`config.mk`:
```
export PLATFORM = sky130hd
export DESIGN_NAME = cyl_operand_loader
export DESIGN_NICKNAME = d
export VERILOG_FILES = /design/src/rtl/cyl_pkg.sv /design/src/rtl/cyl_operand_loader_strobe_sync_edge.sv /design/src/rtl/cyl_operand_loader.sv
export SDC_FILE = /design/constraint.sdc
export NUM_CORES = 1
export LEC_CHECK = 0
export CORE_MARGIN = 10
export CORE_UTILIZATION = 40
export DETAILED_ROUTE_END_ITERATION = 12
export HOLD_SLACK_MARGIN = 0.05
export PLACE_DENSITY = 0.68
export SETUP_SLACK_MARGIN = 0.5
export SKIP_LAST_GASP = 1
export SLEW_MARGIN = 25
export SYNTH_ARGS = -nofsm -noshare
export SYNTH_HDL_FRONTEND = slang
export SYNTH_SLANG_ARGS = --single-unit
```
`constraint.sdc`:
```
create_clock -name clk -period 3 [get_ports clk]
set_input_delay 0.9 -clock clk [delete_from_list [all_inputs] [get_ports clk]]
set_output_delay 0.9 -clock clk [all_outputs]
set_load 0.01 [all_outputs]
```
`src/rtl/cyl_pkg.sv`:
```
// Shared constants and state type for the rectangular-to-cylindrical CORDIC pipe.
// Imported by the operand loader and by the CORDIC core.
package cyl_pkg;

   localparam int unsigned DATA_W = 8;

   // Two's complement extremes: SMIN is the only value whose negation overflows
   localparam logic signed [DATA_W-1:0] SMIN     = {1'b1, {(DATA_W-1){1'b0}}};
   localparam logic signed [DATA_W-1:0] SMAX_NEG = {1'b1, {(DATA_W-2){1'b0}}, 1'b1};

   typedef enum logic [1:0] {
      S_X    = 2'd0,
      S_Y    = 2'd1,
      S_Z    = 2'd2,
      S_HOLD = 2'd3
   } ld_state_t;

endpackage : cyl_pkg

```
`src/rtl/cyl_operand_loader_strobe_sync_edge.sv`:
```
// Synchronizes an asynchronous pin strobe and emits a one-clock pulse per rising edge.
// The pulse is combinational from the last sync flop and the edge register.
module strobe_sync_edge #(
   parameter int unsigned SYNC_STAGES = 2
) (
   input  logic clk,
   input  logic rst_n,
   input  logic async_in,
   output logic cap_c
);

   localparam int unsigned STAGES = (SYNC_STAGES < 2) ? 2 : SYNC_STAGES;

   logic [STAGES-1:0] sync_q;
   logic              prev_q;

   // Synchronizer chain plus edge-history register
   always_ff @(posedge clk or negedge rst_n) begin
      if (!rst_n) begin
         sync_q <= '0;
         prev_q <= 1'b0;
      end else begin
         sync_q <= {sync_q[STAGES-2:0], async_in};
         prev_q <= sync_q[STAGES-1];
      end
   end

   assign cap_c = sync_q[STAGES-1] & ~prev_q;

endmodule : strobe_sync_edge

```
`src/rtl/cyl_operand_loader.sv`:
```
// Byte-serial x/y/z operand loader: assembles a triple, folds x/y into the right
// half-plane with -128 clamping, and offers it to the CORDIC core over valid/ready.
module cyl_operand_loader
   import cyl_pkg::*;
#(
   parameter int unsigned SYNC_STAGES = 2
) (
   input  logic              clk,
   input  logic              rst_n,
   input  logic              ena,
   input  logic [DATA_W-1:0] byte_in,
   input  logic              byte_stb,
   input  logic              frame_clr,
   output logic              out_valid,
   input  logic              out_ready,
   output logic [DATA_W-1:0] x_out,
   output logic [DATA_W-1:0] y_out,
   output logic [DATA_W-1:0] z_out,
   output logic              flip_out,
   output logic              busy,
   output logic              err_ovr
);

   ld_state_t state;

   logic signed [DATA_W-1:0] raw_x;
   logic signed [DATA_W-1:0] raw_y;

   logic cap_c;
   logic take_c;
   logic xfer_c;

   logic signed [DATA_W-1:0] byte_s_c;
   logic signed [DATA_W-1:0] xc_c;
   logic signed [DATA_W-1:0] yc_c;
   logic signed [DATA_W-1:0] zc_c;
   logic signed [DATA_W-1:0] x_fold_c;
   logic signed [DATA_W-1:0] y_fold_c;
   logic                     flip_c;

   strobe_sync_edge #(
      .SYNC_STAGES (SYNC_STAGES)
   ) u_strobe_sync_edge (
      .clk      (clk),
      .rst_n    (rst_n),
      .async_in (byte_stb),
      .cap_c    (cap_c)
   );

   assign take_c = cap_c & ena;
   assign xfer_c = out_valid & out_ready;

   // Clamp then fold; z is folded straight from the third byte as it arrives
   always_comb begin
      byte_s_c = byte_in;
      xc_c     = (raw_x == SMIN) ? SMAX_NEG : raw_x;
      yc_c     = (raw_y == SMIN) ? SMAX_NEG : raw_y;
      zc_c     = (byte_s_c == SMIN) ? SMAX_NEG : byte_s_c;
      flip_c   = xc_c[DATA_W-1];
      x_fold_c = xc_c;
      y_fold_c = yc_c;
      if (flip_c) begin
         x_fold_c = -xc_c;
         y_fold_c = -yc_c;
      end
   end

   // Frame FSM with registered outputs; frame_clr overrides captures and transfers
   always_ff @(posedge clk or negedge rst_n) begin
      if (!rst_n) begin
         state     <= S_X;
         raw_x     <= '0;
         raw_y     <= '0;
         out_valid <= 1'b0;
         x_out     <= '0;
         y_out     <= '0;
         z_out     <= '0;
         flip_out  <= 1'b0;
         busy      <= 1'b0;
         err_ovr   <= 1'b0;
      end else if (frame_clr) begin
         state     <= S_X;
         out_valid <= 1'b0;
         busy      <= 1'b0;
         err_ovr   <= 1'b0;
      end else begin
         unique case (state)
            S_X: begin
               if (take_c) begin
                  raw_x <= byte_in;
                  state <= S_Y;
                  busy  <= 1'b1;
               end
            end
            S_Y: begin
               if (take_c) begin
                  raw_y <= byte_in;
                  state <= S_Z;
               end
            end
            S_Z: begin
               if (take_c) begin
                  state     <= S_HOLD;
                  out_valid <= 1'b1;
                  x_out     <= x_fold_c;
                  y_out     <= y_fold_c;
                  z_out     <= zc_c;
                  flip_out  <= flip_c;
               end
            end
            S_HOLD: begin
               if (xfer_c) begin
                  out_valid <= 1'b0;
                  // A byte landing in the transfer cycle starts the next frame
                  if (take_c) begin
                     raw_x <= byte_in;
                     state <= S_Y;
                  end else begin
                     state <= S_X;
                     busy  <= 1'b0;
                  end
               end else if (take_c) begin
                  err_ovr <= 1'b1;
               end
            end
            default: begin
               state     <= S_X;
               out_valid <= 1'b0;
               busy      <= 1'b0;
            end
         endcase
      end
   end

endmodule : cyl_operand_loader

```
=== After elaboration in Yosys (flattened, before gate mapping) ===
Index checks and enable logic that the tools add are counted.
Widths: inputs -> output; s select.

* Output and inout port bits: 28
* Bits of input ports: 14
* Flip-flop bits (word level): 49

* $add $sub $neg: 2
* Multiplexer cells: 26
* Bitwise logic cells: 5
* Reduce and logical (&&, ||, !) cells: 13
* Equality and inequality tests: 13

{| class="wikitable"
|+ Operators by type and width
! operator !! number
|-
| $mux 8 || 7
|-
| $eq 8x8->1 const B || 3
|-
| $neg 8->8 || 2
|-
| $pmux 8 s2 || 1
|-
| $ne 3x3->1 const B || 5
|-
| $reduce_and 3->1 || 5
|-
| $mux 1 || 10
|-
| $mux 2 || 5
|-
| $pmux 2 s4 || 1
|-
| $reduce_and 4->1 || 2
|-
| $reduce_bool 2->1 || 3
|-
| $reduce_bool 3->1 || 2
|-
| $eq 2x2->1 const B || 2
|-
| $ne 2x2->1 const B || 2
|-
| $pmux 1 s2 || 2
|-
| $and 1x1->1 || 3
|-
| $eq 2x1->1 const B || 1
|-
| $logic_not 2->1 || 1
|-
| $not 1->1 || 2
|}

=== Longest topological paths before layout ===
Gate-level depths: netlist of the first run.

* Depth after elaboration: 7
* Depth in mapped cells: 9
* Gate-level depth less buffers: 8

=== Hierarchy ===
A second synthesis of the first run with hierarchy kept.

* Cells, all modules: 198
* Area total of the unflattened synthesis: 2272.2 um^2

{| class="wikitable"
|+ Modules (own cells, without submodules)
! module !! area each (um^2) !! instances !! cells an instance
|-
| cyl_operand_loader || 2183.3 || 1 || 194
|-
| strobe_sync_edge || 88.8 || 1 || 4
|}

=== Worst setup path before layout of the first run ===
Ideal clock, no wire load.

* Kind: in2reg
* Start point: input port frame_clr
* End point: register z_out[1]
* Required time: 2875 ps
* Setup slack: 919 ps
* Arrival time: 1956 ps
* Buffers on the path: 2
* Stages on the path: 5
* Cells stage by stage: buf_2 and4bb_2 nand2_1 buf_2 mux2_2

* Cells in the longest elaborated chain, start to end: 2

{| class="wikitable"
|+ Ends and longest elaborated chain
! element !! line !! RTL
|-
| start, declared || cyl_operand_loader.sv:13 || <nowiki>input logic frame_clr,</nowiki>
|-
| $not 1->1 (no line) || -- ||
|-
| $reduce_and 3->1 (no line) || -- ||
|-
| end signal, assigned || cyl_operand_loader.sv:107 || <nowiki>z_out <= zc_c;</nowiki>
|-
| end, declared || cyl_operand_loader.sv:18 || <nowiki>output logic [DATA_W-1:0] z_out,</nowiki>
|}

Every way passes these cells.
A chain may end at the register's enable or synchronous reset.

=== Worst setup path after layout of the first run ===
* Start point: register out_valid
* End point: output port out_valid

{| class="wikitable"
|+ RTL lines
! element !! line !! RTL
|-
| start, declared || cyl_operand_loader.sv:14 || <nowiki>output logic out_valid,</nowiki>
|-
| start signal, assigned || cyl_operand_loader.sv:74 || <nowiki>out_valid <= 1'b0;</nowiki>
|-
| start signal, assigned || cyl_operand_loader.sv:83 || <nowiki>out_valid <= 1'b0;</nowiki>
|-
| start signal, assigned || cyl_operand_loader.sv:104 || <nowiki>out_valid <= 1'b1;</nowiki>
|}

No word-level cell between the ends.

==> results.md, run 1 <==
- Min Tclk post-route: 2190 ps
- Post-synth EDFFs: 0
- Register area share after synthesis: 53.6%
- FF-to-FF Start: raw_x[5]
- Hold_ws: about 360 ps
- Fmax: 0.456 GHz
- Post-CTS sizing: 0
- Largest family of logic cells by synthesized area: multiplexers
- Ranking of synthesized cells by area: dfrtp_1 (54%), mux2_2 (12%), o21ai_0 (4.2%)
- TNS Setup: 0 ps
- R2R depth: 8
- Initial antenna violation count: 0
- Number of global-route vias before repair: 1,602
- Yosys warnings: 0
- Hold WC Path Type: flop to flop
- Wirelength per Cell: 14.6 µm
- Detailed Routing Iterations Pass 1: 4
- Most common cell in the netlist: dfrtp_1
- Synth top area share: between 50% and 60%
- WP buf/inv: 1
- PwrDens: roughly 900 mW/mm²
- Die span in x: between 90 and 100 µm
- Post-Synth Simple-Gate Area: 11.3%
- Area after DPL: 0.00280 mm²
- Worst Path Max Fanout: 5
- Slowest-stage cell, CP: clkdlybuf4s50_1
- Met3 capacity usage during global routing: ~3.5%
- Psw: approximately 0.00092 W
- Run status: finished, final reports clean
- Worst Max-Slew Pin Slew: roughly 600 ps
- P_int: 0.00170 W
- Mean area per synthesized cell: around 11 µm²
- Clk_lat worst skew: about 300 ps
- Drc violations: 0
- WL final: approximately 4600 µm
- Cell family contributing the most delay on the critical path: buffers and inverters
- Number of primary I/O pins: 42
- Final core occ: approximately 52%
- Critical Path Source Type: flop
- Sw Ratio: around a third
- Crit Path Class: flop to primary output
- Post-route cell area: roughly 0.0029 mm²
- Rows: 27
- Met2 Track Usage GR: between 15 and 20%
- Largest net degree at the start of global routing: 50
- Quantity of I/O buffers inserted on ports: 41
- Maximum buffer depth of the clock tree: 2
- Sequential share of power: between 40% and 50%
- CP max stage delay: 570 ps
- Period utilization: approximately 73%
- Post-synthesis compound-gate area fraction: about 13%
- Final Max Tran Viols: 0
- Layout Skew: approximately 6.2 ps
- Fillers: around 500
- Clock Power Share: between 10% and 20%
- CTS Sinks: 49
- Setup violations, final: 0
- Gpl congestion: 0.856
- Crit Reg-Reg Endpoint: x_out[4]
- Synthesized-area fraction occupied by adder cells: ~3.8%
- Worst Hold End: u_strobe_sync_edge.sync_q[1]
- Grt total ovfl: 0
- Post-CTS Setup Bufs: 0
- CTS tree: done
- Busiest grt layer: met2
- Total of max-cap violations: 0
- Initial drt markers: 53
- Die Area: roughly 0.009 mm²
- CP Data Arrival Time: about 1300 ps
- Via count: around 1,600
- Lkg Pwr: approximately 1.3 nW
- Core Area: between 0.005 and 0.006 mm²
- Mapped Area: ~0.0023 mm²
- Worst IR Drop VDD: 0.370 mV
- Antenna diodes: 0
- Setup slack, reg-to-reg: between 1000 and 1500 ps
- Post-synth top area cell: dfrtp_1
- Post-synthesis xor/xnor area fraction: approximately 2.7%
- Mean number of vias per cell: between 5 and 6
- Cell count after synthesis: 200
- Inserted Clock Buffers: 5
- Pwr Total: between 0.002 and 0.003 W
- Logic gate share of total power: 42.5%
- Global-route wire length before repair: just under 8000 µm
- CP cell instances: clkdlybuf4s50_1
- Slew margin rel.: a little under 60%
- Mux share of post-synthesis cell area: 13.1%
- Clock root buffer: clkbuf_8
- Top FF cell, synth: dfrtp_1
- Post-synth ARST share: between 90% and 100%
- Hold path depth: 0
- Layout cells sized above 1: 18.2%
- Clk slew on worst S/H paths: around 80 ps
- WP data required: about 2100 ps
- Commonest cells in the netlist: dfrtp_1 (49), mux2_2 (24), nand2_1 (22)
- HP Start: u_strobe_sync_edge.sync_q[0]
- Syn nets: roughly 220
- CTS H-tree lvls: 2
- CP Capture Type: primary output
- Total global-route track usage: between 10 and 15%
- # hold bufs at CTS: 0
- Post-DP HPWL: approximately 3500 µm
- RSZ-0062 raised after global routing: no
- Fin nets: 267
- M1 GR Usage: 14.2%
- Post-route antenna net violation count: 0
- Final Hold Fails: 0
- Die height: about 96 µm
- Area Overhead vs Synth: 26.0%
- Synth cell types: 41
- Initial Util: 41.3%
- Yosys reg bits: 49
## cell usage in the layout (no fill, tap or decap), types with 2 or more instances in the layout
cell	n
o31ai_1	3
clkdlybuf4s50_1	40
buf_4	6
xnor2_1	3
nand2b_1	3
ha_1	7
a31oi_1	6
clkinv_2	2
inv_1	8
a21oi_1	6
nor2_1	3
nor2b_1	4
clkbuf_8	5
mux2i_1	3
nand2_1	22
dfrtp_1	49
or3_1	2
mux2_2	24
o21ai_0	19
xor2_1	4
nor3_1	4
## area by class of cell
class                      count  area, µm²  area share, %
clock inverter                 3       17.5          0.607
tap                           72       90.1           3.12
clock buffer                   5       68.8           2.39
inverter                       8       30.0           1.04
multi-input combinational    135       1000           34.7
sequential                    49       1230           42.5
timing repair buffer          47        450           15.6
## sequential cells by signal (all words and copies together), names as in the netlist
name and flops:
y_out 8, busy 1, raw_y 8, u_strobe_sync_edge.sync_q 2, z_out 8, u_strobe_sync_edge.prev_q 1, raw_x 8, flip_out 1
err_ovr 1, x_out 8, out_valid 1, state 2
## layer usage
layer,vias up,routed length [µm]
li1,806,-
met1,771,2220
met2,44,2030
met3,5,330
met4,0,63
met5,-,0
## power groups by stage
stage | Combinational [W] | Sequential, W | Clock [W]
final | 0.00111 | 0.00113 | 0.000377
after global routing | 0.00125 | 0.00117 | 0.000421
after CTS | 0.00114 | 0.00113 | 0.000398
after detailed placement | 0.00113 | 0.00114 | 0
after global placement | 0.00111 | 0.00113 | 0
after floorplan | 0.000631 | 0.00115 | 0
## through the flow
step	cells	worst slack, ps
floorplan	200	919
CTS	319	788
detailed placement	311	528
finish	319	806
global placement	311	531
global route	319	741
## worst max-delay path by stage
stage / cells after the start / slack, ps / to / start
2_1_floorplan: 5 / 920 / z_out[1] / frame_clr
3_5_place_dp: 5 / 530 / flip_out / frame_clr
3_3_place_gp: 5 / 530 / flip_out / frame_clr
6_report: 1 / 810 / out_valid / out_valid
5_1_grt: 1 / 740 / out_valid / out_valid
4_1_cts: 1 / 790 / out_valid / out_valid
## logic make-up (layout without fill, tap and decap cells)
group,Yosys count,count (layout)
AO/OA/AOI/OAI,46,46
XOR/XNOR,7,7
adder cells (fa/ha/maj),7,7
buffers and inverters,16,63
flip-flops,49,49
multiplexers,27,27
AND/OR/NAND/NOR,48,48
Power figures use the tool's default switching activity.
==> inputs of run 2 (changes only) <==
--- a/config.mk
+++ b/config.mk
@@ -9,7 +9,7 @@
 export CORE_UTILIZATION = 40
 export DETAILED_ROUTE_END_ITERATION = 12
 export HOLD_SLACK_MARGIN = 0.05
-export PLACE_DENSITY = 0.68
+export PLACE_DENSITY = 0.7
 export SETUP_SLACK_MARGIN = 0.5
 export SKIP_LAST_GASP = 1
 export SLEW_MARGIN = 25
==> constraint.sdc (replaced) <==
create_clock -name clk -period 1.8 [get_ports clk]
set_input_delay 0.54 -clock clk [delete_from_list [all_inputs] [get_ports clk]]
set_output_delay 0.54 -clock clk [all_outputs]
set_load 0.01 [all_outputs]
==> run 2 against run 1 <==
  * Critical endpoint is now raw_x[7]
  * Final area up 36%
  * Sequential power grew 67%
  * Utilization increased by 19 points
  * Sequential share of layout area down 11 points
  * Die area unchanged
  * Via count grew 28%
  * Largest cell class is now multi-input combinational cells
  * Register-to-register slack worse by 1100 ps
  * Count of clock-buffer cells in the layout rose by 1
  * First-iteration DRC count rose to 2.7 times the previous value
  * Combinational power grew to 3.3 times the previous value
==> results.md, run 2 (synthesis gave the netlist of run 1 again) <==
- Hold_ws: roughly 190 ps
- WP data required: 1990 ps
- WL final: between 7000 and 8000 µm
- Worst Path Max Fanout: 8
- Commonest non-fill, non-tap cell in the layout: buf_4
- Grt total ovfl: 0
- Sequential share of power: between 30% and 40%
- CP max stage delay: around 470 ps
- Clk slew on worst S/H paths: around 90 ps
- Layout Skew: between 7 and 8 ps
- Post-route antenna net violation count: 0
- Mean number of vias per cell: ~5.3
- Total global-route track usage: 14.4%
- Lkg Pwr: 1.90 nW
- Critical Path Source Type: flop
- Core Area: between 0.005 and 0.006 mm²
- Global-route wire length before repair: ~11,000 µm
- RSZ-0062 raised after global routing: yes
- Maximum buffer depth of the clock tree: 2
- CTS Sinks: 49
- Antenna diodes: 0
- M1 GR Usage: between 10% and 20%
- CP Depth: 7
- FF-to-FF Start: state[0]
- Hold WC Path Type: input pin to asynchronous set/reset pin
- Initial Util: between 40% and 50%
- Setup violations, final: 0
- Inserted Clock Buffers: 5
- Psw: 0.00229 W
- Slew margin rel.: about two thirds
- Min Tclk post-route: between 1500 and 2000 ps
- CP cell instances: inv_2 > ha_4 > nor2b_4 > a31oi_4 > nor3_4 > buf_12 > mux2_2
- Crit Path Class: flop to flop
- Clock Power Share: between 10% and 20%
- Worst setup margin: ~4.3 ps
- Number of global-route vias before repair: 2,078
- # hold bufs at CTS: 0
- Layout cells sized above 1: between 50% and 60%
- Worst IR Drop VDD: 0.797 mV
- Met2 Track Usage GR: 23.4%
- CTS H-tree lvls: 2
- Worst Max-Slew Pin Slew: about 500 ps
- Final Hold Fails: 0
- Period utilization: between 90% and 100%
- Setup crit end: raw_x[7]
- R2R depth: 7
- Post-route cell area: 0.00393 mm²
- Busiest grt layer: met2
- TNS Setup: 0 ps
- Detailed Routing Iterations Pass 1: 4
- Setup slack, reg-to-reg: approximately 4.3 ps
- Total of max-cap violations: 0
- Rows: 27
- P_int: just under 0.004 W
- Clock root buffer: clkbuf_8
- Largest net degree at the start of global routing: 31
- Die span in x: around 96 µm
- CP Data Arrival Time: between 1500 and 2000 ps
- Die height: ~96 µm
- Initial drt markers: between 100 and 150
- PwrDens: roughly 1600 mW/mm²
- Crit Reg-Reg Endpoint: raw_x[7]
- Worst slack, placed: -279 ps
- Most frequent cells in the layout: buf_4 (58), dfrtp_1 (45), mux2_4 (21), buf_6 (21), buf_2 (20)
- Slowest-stage cell, CP: dfrtp_2
- Fmax: roughly 0.56 GHz
- Die Area: 0.00915 mm²
- Drc violations: 0
- Worst Setup SP: state[0]
- Quantity of I/O buffers inserted on ports: about 40
- Number of primary I/O pins: 42
- WP buf/inv: 2
- Run status: finished, final reports clean
- CTS tree: done
- Logic gate share of total power: roughly three fifths
- Initial antenna violation count: 0
- Sw Ratio: a little under two fifths
- Wirelength per Cell: 18.6 µm
- CP Capture Type: flop
- Cell family contributing the most delay on the critical path: flip-flops
- Post-DP HPWL: a little over 4000 µm
- Clk_lat worst skew: 300 ps
- Area Overhead vs Synth: 71.7%
- Via count: roughly 2,100
- Gpl congestion: around 0.81
- Final Max Tran Viols: 0
- Area after DPL: between 0.003 and 0.004 mm²
- Fin nets: 340
- Final core occ: roughly 71%
- Met3 capacity usage during global routing: approximately 3.8%
==> run 2: cell type report <==
cell class / count / area, µm²
clock buffers: 6 / 82.6
clock inverters: 1 / 7.51
fillers: 365 / 1610
inverters: 8 / 30.0
multi-input cells: 135 / 1410
flip-flops and latches: 49 / 1230
well taps: 72 / 90.1
repair buffers: 120 / 1080
==> run 2: repair_timing <==
action | in CTS | in global routing
setup buffers | 31 | 19
cloned | 2 | 1
pin swaps | 27 | 18
endpoints found under the setup margin | 74 | 73
gates resized for setup | 171 | 51
==> run 2: how the worst min path moves through the flow <==
stage               slack (ps)                      endpoint  cells past startpoint
floorplan                  240                          busy                      0
global placement           340  u_strobe_sync_edge.sync_q[1]                      0
detailed placement         350  u_strobe_sync_edge.sync_q[1]                      0
CTS                        200                      raw_x[1]                      1
global route               230                      z_out[5]                      1
finish                     190                      raw_x[1]                      1
==> run 2: worst reg2reg max path: cells and delay by family (launching register included) <==
kind                     cells  cell delay (ps)
AND/OR/NAND/NOR              2              410
AO/OA/AOI/OAI                1               60
buffers and inverters        2              270
adder cells (fa/ha/maj)      1              140
multiplexers                 1              340
flip-flops                   1              470
==> run 2: metal layers <==
layer / vias up / wire length [µm]
met5: - / 0
met4: 0 / 124
met3: 17 / 373
met2: 65 / 3580
met1: 1051 / 3180
li1: 952 / -
==> run 2: through the flow <==
stage | std cells | total power (W)
after floorplan | 200 | 0.00311
after global routing | 391 | 0.00656
after CTS | 371 | 0.00531
after global placement | 331 | 0.00407
after detailed placement | 331 | 0.00415
final | 391 | 0.00620
==> run 2: power by group through the flow <==
stage	clock network (W)	logic (W)	registers [W]
2_1_floorplan	0	0.00116	0.00194
3_3_place_gp	0	0.00225	0.00182
3_5_place_dp	0	0.00232	0.00183
4_1_cts	0.000671	0.00283	0.00181
5_1_grt	0.000704	0.00392	0.00193
6_report	0.000654	0.00365	0.00189
